$ cat src/rtl/sram_pb_scrub_ctrl.sv
// Single owner of a parity-protected 1R1W SRAM: client pass-through with priority, background scrubber, error log.
// Define SRAM_SCRUB_REPAIR_EN to make the scrubber rewrite faulty entries with zero.
module sram_pb_scrub_ctrl #(
    parameter int DATA_WIDTH     = 32,
    parameter int SIZE           = 1024,
    parameter int SCRUB_INTERVAL = 256,
    parameter int ADDR_WIDTH     = $clog2(SIZE)
) (
    input  logic                  clk,
    input  logic                  reset_n,
    input  logic                  client_read_en,
    input  logic [ADDR_WIDTH-1:0] client_read_addr,
    input  logic                  client_write_en,
    input  logic [ADDR_WIDTH-1:0] client_write_addr,
    input  logic [DATA_WIDTH-1:0] client_write_data,
    output logic [DATA_WIDTH-1:0] client_read_data,
    output logic                  client_read_valid,
    output logic                  client_read_error,
    output logic                  sram_read_en,
    output logic [ADDR_WIDTH-1:0] sram_read_addr,
    output logic                  sram_write_en,
    output logic [ADDR_WIDTH-1:0] sram_write_addr,
    output logic [DATA_WIDTH-1:0] sram_write_data,
    input  logic [DATA_WIDTH-1:0] sram_read_data,
    input  logic                  sram_ecc_pb_error,
    input  logic                  scrub_enable,
    output logic [15:0]           err_count,
    output logic [ADDR_WIDTH-1:0] last_err_addr,
    output logic                  err_irq,
    output logic                  scrub_pass_done
);

    localparam int                    CNT_W     = (SCRUB_INTERVAL > 1) ? $clog2(SCRUB_INTERVAL) : 1;
    localparam logic [CNT_W-1:0]      CNT_LAST  = CNT_W'(SCRUB_INTERVAL - 1);
    localparam logic [ADDR_WIDTH-1:0] ADDR_LAST = ADDR_WIDTH'(SIZE - 1);

    typedef enum logic [1:0] {
        S_WAIT,
        S_SCRUB_READ,
        S_CHECK
`ifdef SRAM_SCRUB_REPAIR_EN
        , S_REPAIR
`endif
    } state_t;

    function automatic logic [15:0] sat_inc16(input logic [15:0] v);
        return (v == 16'hFFFF) ? v : v + 16'd1;
    endfunction

    state_t                  state_q;
    logic [CNT_W-1:0]        cnt_q;
    logic [ADDR_WIDTH-1:0]   scrub_addr_q;
    logic                    pass_done_q;
    logic                    rd_valid_q;
    logic                    rd_error_q;
    logic                    err_irq_q;
    logic [15:0]             err_count_q;
    logic [ADDR_WIDTH-1:0]   last_err_addr_q;

    logic                    same_addr;
    logic                    rd_err;
    logic                    advance;

    assign sram_read_en   = client_read_en || (state_q == S_SCRUB_READ);
    assign sram_read_addr = client_read_en ? client_read_addr : scrub_addr_q;

`ifdef SRAM_SCRUB_REPAIR_EN
    logic scrub_err_q;
    logic client_write_hit;
    logic scrub_rd;

    assign scrub_rd         = (state_q == S_SCRUB_READ) && !client_read_en;
    assign client_write_hit = client_write_en && (client_write_addr == scrub_addr_q);
    assign sram_write_en    = client_write_en || (state_q == S_REPAIR);
    assign sram_write_addr  = client_write_en ? client_write_addr : scrub_addr_q;
    assign sram_write_data  = client_write_en ? client_write_data : '0;

    // A client write to the entry under repair already restores good parity, so the repair is dropped.
    assign advance = ((state_q == S_CHECK) && !(scrub_err_q && !client_write_hit)) ||
                     ((state_q == S_REPAIR) && (!client_write_en || client_write_hit));

    always_ff @(posedge clk or negedge reset_n) begin
        if (!reset_n) begin
            scrub_err_q <= 1'b0;
        end else begin
            scrub_err_q <= scrub_rd && rd_err;
        end
    end
`else
    assign sram_write_en   = client_write_en;
    assign sram_write_addr = client_write_addr;
    assign sram_write_data = client_write_data;
    assign advance         = (state_q == S_CHECK);
`endif

    // Same-address write: the SRAM forwards the new word, so the old array's parity verdict is meaningless.
    assign same_addr = sram_write_en && sram_read_en && (sram_write_addr == sram_read_addr);
    assign rd_err    = sram_read_en && sram_ecc_pb_error && !same_addr;

    always_ff @(posedge clk or negedge reset_n) begin
        if (!reset_n) begin
            state_q      <= S_WAIT;
            cnt_q        <= '0;
            scrub_addr_q <= '0;
            pass_done_q  <= 1'b0;
        end else begin
            pass_done_q <= 1'b0;
            if (advance) begin
                scrub_addr_q <= scrub_addr_q + ADDR_WIDTH'(1);
                pass_done_q  <= (scrub_addr_q == ADDR_LAST);
                state_q      <= S_WAIT;
            end else begin
                case (state_q)
                    S_WAIT: begin
                        if (scrub_enable) begin
                            if (cnt_q == CNT_LAST) begin
                                cnt_q   <= '0;
                                state_q <= S_SCRUB_READ;
                            end else begin
                                cnt_q <= cnt_q + CNT_W'(1);
                            end
                        end
                    end
                    S_SCRUB_READ: begin
                        if (!client_read_en) state_q <= S_CHECK;
                    end
`ifdef SRAM_SCRUB_REPAIR_EN
                    S_CHECK: state_q <= S_REPAIR;
`endif
                    default: ;
                endcase
            end
        end
    end

    always_ff @(posedge clk or negedge reset_n) begin
        if (!reset_n) begin
            rd_valid_q      <= 1'b0;
            rd_error_q      <= 1'b0;
            err_irq_q       <= 1'b0;
            err_count_q     <= '0;
            last_err_addr_q <= '0;
        end else begin
            rd_valid_q <= client_read_en;
            rd_error_q <= client_read_en && rd_err;
            err_irq_q  <= rd_err;
            if (rd_err) begin
                err_count_q     <= sat_inc16(err_count_q);
                last_err_addr_q <= sram_read_addr;
            end
        end
    end

    // SRAM read data is already registered; gate it so the bus stays quiet outside valid cycles.
    assign client_read_data  = rd_valid_q ? sram_read_data : '0;
    assign client_read_valid = rd_valid_q;
    assign client_read_error = rd_error_q;
    assign err_irq           = err_irq_q;
    assign err_count         = err_count_q;
    assign last_err_addr     = last_err_addr_q;
    assign scrub_pass_done   = pass_done_q;

endmodule

$ cat config.mk
export PLATFORM = sky130hd
export DESIGN_NAME = sram_pb_scrub_ctrl
export DESIGN_NICKNAME = d
export VERILOG_FILES = /design/src/rtl/sram_pb_scrub_ctrl.sv
export SDC_FILE = /design/constraint.sdc
export NUM_CORES = 1
export LEC_CHECK = 0
export CORE_ASPECT_RATIO = 1.4
export CORE_UTILIZATION = 36
export DETAILED_ROUTE_END_ITERATION = 10
export HOLD_SLACK_MARGIN = 0.1
export PLACE_DENSITY = 0.89
export SLEW_MARGIN = 10
export SYNTH_ARGS = -nofsm -noshare
export SYNTH_HDL_FRONTEND = slang
export SYNTH_SLANG_ARGS = --single-unit
$ cat constraint.sdc
create_clock -name clk -period 2.2 [get_ports clk]
set_input_delay 0.44 -clock clk [delete_from_list [all_inputs] [get_ports clk]]
set_output_delay 0.44 -clock clk [all_outputs]
set_load 0.02 [all_outputs]
==> After elaboration in Yosys (flattened, before gate mapping) <==
Index checks and enable logic that the tools add are counted.
{ "classes": {"n_mux": 9, "reduce_logical": 12, "n_bitwise": 2, "n_eq_ne": 9, "add_sub_neg": 3} }
{ "ops": {"columns": ["op", "n"], "rows": [
  ["32-bit two-way mux", 1],
  ["16-bit by 1-bit adder with 16-bit output, second input constant", 1],
  ["16-bit == test, second input constant", 1],
  ["10-bit by 1-bit adder with 10-bit output, second input constant", 1],
  ["10-bit == test", 1],
  ["10-bit == test, second input constant", 1],
  ["10-bit two-way mux", 1],
  ["3-bit != test, second input constant", 3],
  ["8-bit by 1-bit adder with 8-bit output, second input constant", 1],
  ["8-bit == test, second input constant", 1],
  ["2-bit two-way mux", 4],
  ["8-bit two-way mux", 1],
  ["1-bit logical AND", 5],
  ["2-bit one-hot mux with 2 select lines", 1],
  ["4-bit AND reduction", 1],
  ["3-bit AND reduction", 1],
  ["3-bit nonzero test", 1],
  ["2-bit by 1-bit == test with 1-bit output, second input constant", 1],
  ["2-bit == test, second input constant", 1],
  ["2-bit logical NOT", 1],
  ["1-bit NOT", 2],
  ["2-bit AND reduction", 1],
  ["1-bit logical NOT", 1],
  ["1-bit logical OR", 1],
  ["1-bit two-way mux", 1]
]} }
{ "word_totals": {"in_bits": 90, "elab_cells": 44, "reg_bits": 50} }

==> Longest topological paths before layout <==
Gate-level depths: netlist of run 1.
{ "logic_depth": {"word_depth": 7, "ltp_mapped": 10} }

==> Worst setup path before layout of run 1 <==
Ideal clock, no wire load.
{ "synth_timing": {"path_kind": "input to register", "from": "input client_read_en", "to": "register err_count_q[1] (netlist: err_count[1])", "slack_ns": 0.082, "arrival_time_ns": 1.990, "required_ns": 2.072, "cell_stages": 8, "cell_sequence": "buf_4 -> buf_6 -> mux2i_4 -> xnor2_1 -> nor4b_4 -> a31oi_4 -> nand2_1 -> mux2_1"} }
{ "synth_between": {"elab_chain_len": 6, "elab_cells_between_ends": 9} }
{ "synth_rtl": {"columns": ["item", "line_no", "rtl"], "rows": [
  ["start: declaration", "11", "input logic client_read_en,"],
  ["10-bit two-way mux or 1-bit logical OR (tied branches)", "65, 64", null],
  ["10-bit == test or 1-bit logical AND (tied branches)", "97", "assign same_addr = sram_write_en && sram_read_en && (sram_write_addr == sram_read_addr);"],
  ["1-bit logical AND", "97", null],
  ["1-bit logical NOT", "98", "assign rd_err = sram_read_en && sram_ecc_pb_error && !same_addr;"],
  ["1-bit logical AND (*)", "98", null],
  ["2-bit AND reduction (no source line) (*)", null, null],
  ["end signal: assignment", "148", "err_count_q <= sat_inc16(err_count_q);"],
  ["end: declaration", "57", "logic [15:0] err_count_q;"]
]} }
Mark *: on every way between the ends. The rest lies on a longest branch, timed or not.
A chain may end at the register's enable or synchronous reset.

==> Worst setup path in the final report of run 1 <==
{ "layout_timing": {"from": "input client_write_addr[9]", "to": "output sram_write_addr[9]"} }
{ "layout_rtl": {"columns": ["item", "line_no", "rtl"], "rows": [
  ["start: declaration", "14", "input logic [ADDR_WIDTH-1:0] client_write_addr,"],
  ["end: declaration", "22", "output logic [ADDR_WIDTH-1:0] sram_write_addr,"]
]} }
No word-level cell between the ends.

==> results of run 1 <==
==> worst max path at each step <==
stage	endpoint	depth (start not counted)
2_1_floorplan	err_count[1]	8
5_1_grt	err_count[1]	7
3_5_place_dp	err_count[1]	8
4_1_cts	sram_read_addr[9]	6
6_report	sram_write_addr[9]	3
3_3_place_gp	err_count[1]	8
==> registers in the layout (all words and copies together), names as in the netlist <==
signal             flops
err_count             16
last_err_addr         10
scrub_addr_q          10
cnt_q                  8
state_q                2
client_read_error      1
client_read_valid      1
err_irq                1
scrub_pass_done        1
==> power by group <==
group | internal [uW] | switching, uW
combinational | 495 | 450
clock | 415 | 335
sequential | 1050 | 140
==> cell families after synthesis <==
kind of cell | synth area share, %
mux | 4.87
fa+ha+maj | 2.44
buf+inv | 14.2
xor+xnor | 10.5
compound gates | 4.71
simple gates | 22.7
flops | 40.6
==> area by class of cell <==
| type | count | share of cell area [%] |
|---|---|---|
| inverter | 15 | 1.20 |
| sequential | 50 | 26.6 |
| clock buffer | 5 | 2.66 |
| multi-input combinational | 202 | 31.7 |
| tap | 102 | 2.71 |
| timing repair buffer | 167 | 34.9 |
| clock inverter | 2 | 0.319 |
==> per-stage QoR <==
step,cell area (um^2),hold WS (ns),total power (uW)
2_1_floorplan,3080,0.144,1690
3_3_place_gp,4440,0.470,2090
3_5_place_dp,4440,0.494,2120
5_1_grt,4710,0.311,3020
4_1_cts,4680,0.287,2890
6_report,4710,0.257,2880
==> layer usage <==
metal  up-vias  routed length (um)
met4         0                 595
met3        52                 556
met2       131                4740
li1       1263                   -
met5         -                   0
met1      1288                3550
==> what timing repair did <==
item	CTS	global route
setup endpoints to repair	39	24
gates cloned	1	0
pin swaps	3	3
hold buffers	0	0
setup buffers	1	0
resized for setup	27	7
==> critical path: cells and delay by family <==
| family | cells | cell delay [ns] |
|---|---|---|
| buffers and inverters | 3 | 1.25 |
==> placed cells by master (no fill, tap or decap), types with 2 or more instances in the layout <==
master,count
and2_1,34
o21ai_0,4
nor3_1,2
buf_12,2
mux2i_4,6
buf_4,22
clkbuf_16,5
nor4_2,3
ha_1,6
nor4_1,2
clkdlybuf4s50_1,128
inv_1,15
and4_1,3
nand2_1,21
dfrtp_1,49
nand4_1,9
nand3_1,10
and3_1,12
xor2_1,8
nor2_1,19
xnor2_2,2
dlygate4sd2_1,10
mux2_2,2
xnor2_1,27
a21oi_1,14
mux2i_2,3
clkinvlp_4,2
==> metrics.txt, run 1 <==
CTS tree=done; pin count of the biggest net entering global routing=51; pins over their slew limit=0; Syn Inst Count=320; initial DRC count=71; final wirelength=between 9000 and 10000 um; P per Cell Area=612 nW/um^2; largest fanout on the critical path=2; period utilization=96.8%; Synth area leaders=dfrtp_1, buf_4, xnor2_1; met2 Track Usage GR=37.6%; post-synthesis register bit count=50; share of layout cells above drive strength 1=about an eighth; run status=finished clean; die span in x=80.2 um; leak pwr=0.00208 uW; core area=8250 um^2; Period minus WS final=~2.1 ns; share of the synthesized area in the top cell type=40.6%; Synth async-reset ratio=100%; RSZ-0062 raised after global routing=no; detailed placement HPWL=7260 um; Ant. Diodes=0; clock sinks=50; fill cell count=672; GRT met3 Usage=3.52%; Ports=206; Seq/Total Area, Yosys=40.6%; average wire per standard cell=17.4 um; Final Hold Viols=0; drc violations=0; Unique masters post-synth=39; register area=1250 um^2; flop-to-flop setup slack=0.13 ns; Syn Nets=roughly 420; Worst VDD drop=374 uV; Crit-path slowest cell=clkdlybuf4s50_1; worst slack at placement=-0.482 ns; Worst Max-Slew Pin Slew=0.631 ns; first-pass GRT wire length=14900 um; final global-route overflow total=0; startpoint class of the critical path=primary input; Setup CP Type=primary input to output pin; Final Core Density=a little under three fifths; top-count cell post-synth=dfrtp_1; Syn Area/Cell=around 9.6 um^2; leading area contributor after synthesis=dfrtp_1; Die Height=111 um; number of global-route vias before repair=2887; Critical Path RT=1.76 ns; multi-input logic area=1490 um^2; top_reg_cell synth=dfrtp_1; Crit. End Element=output pin; slew margin rel.=58.0%; Synth top cells by count=dfrtp_1, buf_4, and2_1; starting density of the core=37.4%; CP most frequent cell=clkdlybuf4s50_1; type of the worst min-delay path=primary input to async pin; Setup Total Neg Slack=0 ns; final net count=about 540; clock buffer depth=2; Routed Antenna Nets=0; max-cap violations=0; initial antenna violation count=0; crit-path cells=clkdlybuf4s50_1, buf_4, clkdlybuf4s50_1; clk slew on worst S/H paths=0.07 ns; CTS HTree Levels=2; routed via count=2734; FF-to-FF End=err_count[1]; # port buffers=approximately 140; die area=8940 um^2; Most Used Layer, Global Route=met2; global routing usage on met1=25.1%; Setup Viol. Count Final=0; clock latency at the later pin of the worst-skew pair=around 0.29 ns; Finished Layout Cells=543; EDFF count, synth=0; Worst path max stage delay=between 0.5 and 0.6 ns; Crit. Startpoint=client_write_addr[9]; Setup Skew=0.00505 ns; Worst R2R Path Depth=7; Max Freq=470 MHz; via/cell ratio=a little over 5; first-pass iteration count of the detailed router=4; Area Growth Syn to Fin=52.8%; arrival time at the worst endpoint=1.69 ns; placed insts=534; All-Layer GR Usage=between 20% and 30%; final worst slack=~0.07 ns; Root Driver=clkbuf_16; Synthesis Warnings=0; mapped cell area=between 3000 and 4000 um^2; Std-Cell Rows=39; GP Congestion=between 0.8 and 0.9; CTS Buf Count=5; worst reg2reg startpoint=err_count[0]
(Power assumes the default switching activity.)
==> run 2: changes to the inputs <==
--- a/config.mk
+++ b/config.mk
@@ -5,11 +5,13 @@
 export SDC_FILE = /design/constraint.sdc
 export NUM_CORES = 1
 export LEC_CHECK = 0
+export CELL_PAD_IN_SITES_DETAIL_PLACEMENT = 1
+export CELL_PAD_IN_SITES_GLOBAL_PLACEMENT = 1
 export CORE_ASPECT_RATIO = 1.4
-export CORE_UTILIZATION = 36
+export CORE_UTILIZATION = 23
 export DETAILED_ROUTE_END_ITERATION = 10
 export HOLD_SLACK_MARGIN = 0.1
-export PLACE_DENSITY = 0.89
+export PLACE_DENSITY = 0.86
 export SLEW_MARGIN = 10
 export SYNTH_ARGS = -nofsm -noshare
 export SYNTH_HDL_FRONTEND = slang
==> constraint.sdc (replaced) <==
create_clock -name clk -period 1.8 [get_ports clk]
set_input_delay 0.36 -clock clk [delete_from_list [all_inputs] [get_ports clk]]
set_output_delay 0.36 -clock clk [all_outputs]
set_load 0.02 [all_outputs]
==> run 2 against run 1 <==
The flow now finishes with violations (negative setup slack). Via count increased by 7.2%. Register-to-register slack got worse by 0.32 ns. Global-route usage decreased by 4.5 points. Clock power increased by 32%. Clock skew increased by 0.0014 ns. Flip-flop and latch count unchanged. Sequential power increased by 22%. Worst hold slack improved by 0.052 ns. Critical endpoint is now err_count[1].
==> metrics.txt, run 2 (synthesized netlist as in run 1, its figures left out) <==
Crit. End Element=flip-flop; slew margin rel.=64.8% (+6.8 points); detailed placement HPWL=9070 um (+25%); Setup Skew=0.00645 ns (+0.00140 ns); max FFs per register=16 (unchanged); clock buffer depth=2 (unchanged); FF-to-FF End=err_count[1]; starting density of the core=23.8% (-14 points); final global-route overflow total=0 (unchanged); Final Power=3900 uW (+35%); most common cell after layout, fill and taps aside=clkdlybuf4s50_1; Std-Cell Rows=49 (+26%); final net count=587 (+9.3%); final wirelength=12300 um (+30%); initial antenna violation count=0 (unchanged); initial DRC count=39 (-45%); Die Height=139 um (+25%); fill cell count=1444 (+110%); Root Driver=clkbuf_16; final worst slack=-0.189 ns (-0.260 ns); P per Cell Area=697 nW/um^2 (+14%); pin count of the biggest net entering global routing=34 (-33%); CTS Buf Count=5 (unchanged); Critical Path RT=1.98 ns (+0.22 ns); average wire per standard cell=18.3 um (+5.2%); Setup CP Type=flip-flop to flip-flop; Ant. Diodes=0 (unchanged); worst reg2reg startpoint=scrub_addr_q[6]; die area=13900 um^2 (+55%); drc violations=0 (unchanged); Worst R2R Path Depth=8 (+1); Routed Antenna Nets=0 (unchanged); run status=finished with violations; Max Freq=503 MHz; Ports=206 (unchanged); Final Core Density=43.3% (-14 points); All-Layer GR Usage=17.5% (-4.5 points); max-cap violations=0 (unchanged); share of layout cells above drive strength 1=34.1% (+21 points); GP Congestion=0.799 (-8.7%); clock latency at the later pin of the worst-skew pair=0.30 ns (about the same); Period minus WS final=1.99 ns; CP endpoint=err_count[1]; failing checks=negative setup slack; Area Growth Syn to Fin=81.5%; most frequent cells in the layout=clkdlybuf4s50_1, buf_4, dlygate4sd2_1, dfrtp_1, and2_1; leak pwr=0.00264 uW (+27%); period utilization=111%; Crit. Startpoint=scrub_addr_q[6]; startpoint class of the critical path=flip-flop; arrival time at the worst endpoint=2.17 ns (+0.48 ns); flop-to-flop setup slack=-0.19 ns (-0.32 ns); Final Hold Viols=0 (unchanged); CTS tree=done; core area=12900 um^2 (+57%); number of global-route vias before repair=3223 (+12%); via/cell ratio=4.37 (-13%); Worst Max-Slew Pin Slew=0.529 ns (-0.102 ns); routed via count=2930 (+7.2%); WHS Path Cells=2; RSZ-0062 raised after global routing=yes; type of the worst min-delay path=primary input to flip-flop; first-pass GRT wire length=18300 um (+23%); Setup Viol. Count Final=26 (+26); first-pass iteration count of the detailed router=4 (unchanged); # port buffers=141 (unchanged); die span in x=99.9 um (+24%); CTS HTree Levels=2 (unchanged); Worst VDD drop=446 uV (+19%); largest fanout on the critical path=8 (+6); clock sinks=50 (unchanged); clk slew on worst S/H paths=0.07 ns (about the same); pins over their slew limit=0 (unchanged); hold_sp=client_read_en
==> run 2: changes by cell type in the layout (fill, tap and decap cells not counted), moves of 11 or more <==
cell / change
clkdlybuf4s50_1: -55
buf_4: +37
xnor2_1: -12
dlygate4sd2_1: +42
xnor2_2: +11
==> run 2: how the worst min path moves through the flow <==
stage,slack (ns),end
6_report,0.31,client_read_valid
5_1_grt,0.31,client_read_valid
4_1_cts,0.30,client_read_valid
3_5_place_dp,0.37,err_count[9]
3_3_place_gp,0.37,err_count[9]
2_1_floorplan,0.06,client_read_error
==> run 2: per-stage QoR <==
stage	setup TNS [ns]	area, um^2	worst slack (ns)	hold slack [ns]	instances
finish	-2.72	5600	-0.189	0.309	670
detailed placement	-34.39	4850	-0.959	0.370	638
global placement	-30.44	4850	-0.845	0.374	638
global route	-5.12	5600	-0.260	0.305	670
CTS	-0.616	5400	-0.0998	0.303	658
floorplan	-1.56	3190	-0.164	0.0644	320
==> run 2: final cells by class <==
| type | count | area, um^2 | area share (%) |
|---|---|---|---|
| multi-input combinational | 202 | 1840 | 32.8 |
| inverter | 15 | 56.3 | 1.01 |
| timing repair buffer | 217 | 2080 | 37.1 |
| clock buffer | 5 | 125 | 2.24 |
| sequential | 50 | 1250 | 22.4 |
| tap | 178 | 223 | 3.98 |
| clock inverter | 3 | 25.0 | 0.447 |
==> run 2: worst max-delay path, cell delays in order, from the launching register on <==
cell and delay [ns]:
dfrtp_1 0.41, mux2i_1 0.19, buf_4 0.18, xnor2_4 0.08, nor4_4 0.35, a31oi_4 0.15
buf_12 0.17, nand2_4 0.06, mux2_4 0.29
==> run 2: timing repair <==
action / 4_1_cts / 5_1_grt
cloned: 4 / 0
endpoints found under the setup margin: 83 / 43
buffers inserted: 8 / 12
pin swaps: 19 / 20
resized for setup: 147 / 33
hold buffers: 1 / 0
endpoints found under the hold margin: 20 / 0
==> run 2: per-layer routing <==
layer	track usage, %	routed length (um)	vias up
met4	7.66	492	0
met1	18.2	4310	1419
met5	0	0	-
met2	32.7	6850	103
li1	-	-	1365
met3	3.88	606	43
==> run 2: power breakdown <==
group	switching, uW	internal [uW]
logic	668	786
clock network	466	524
registers	176	1280
total	1310	2590
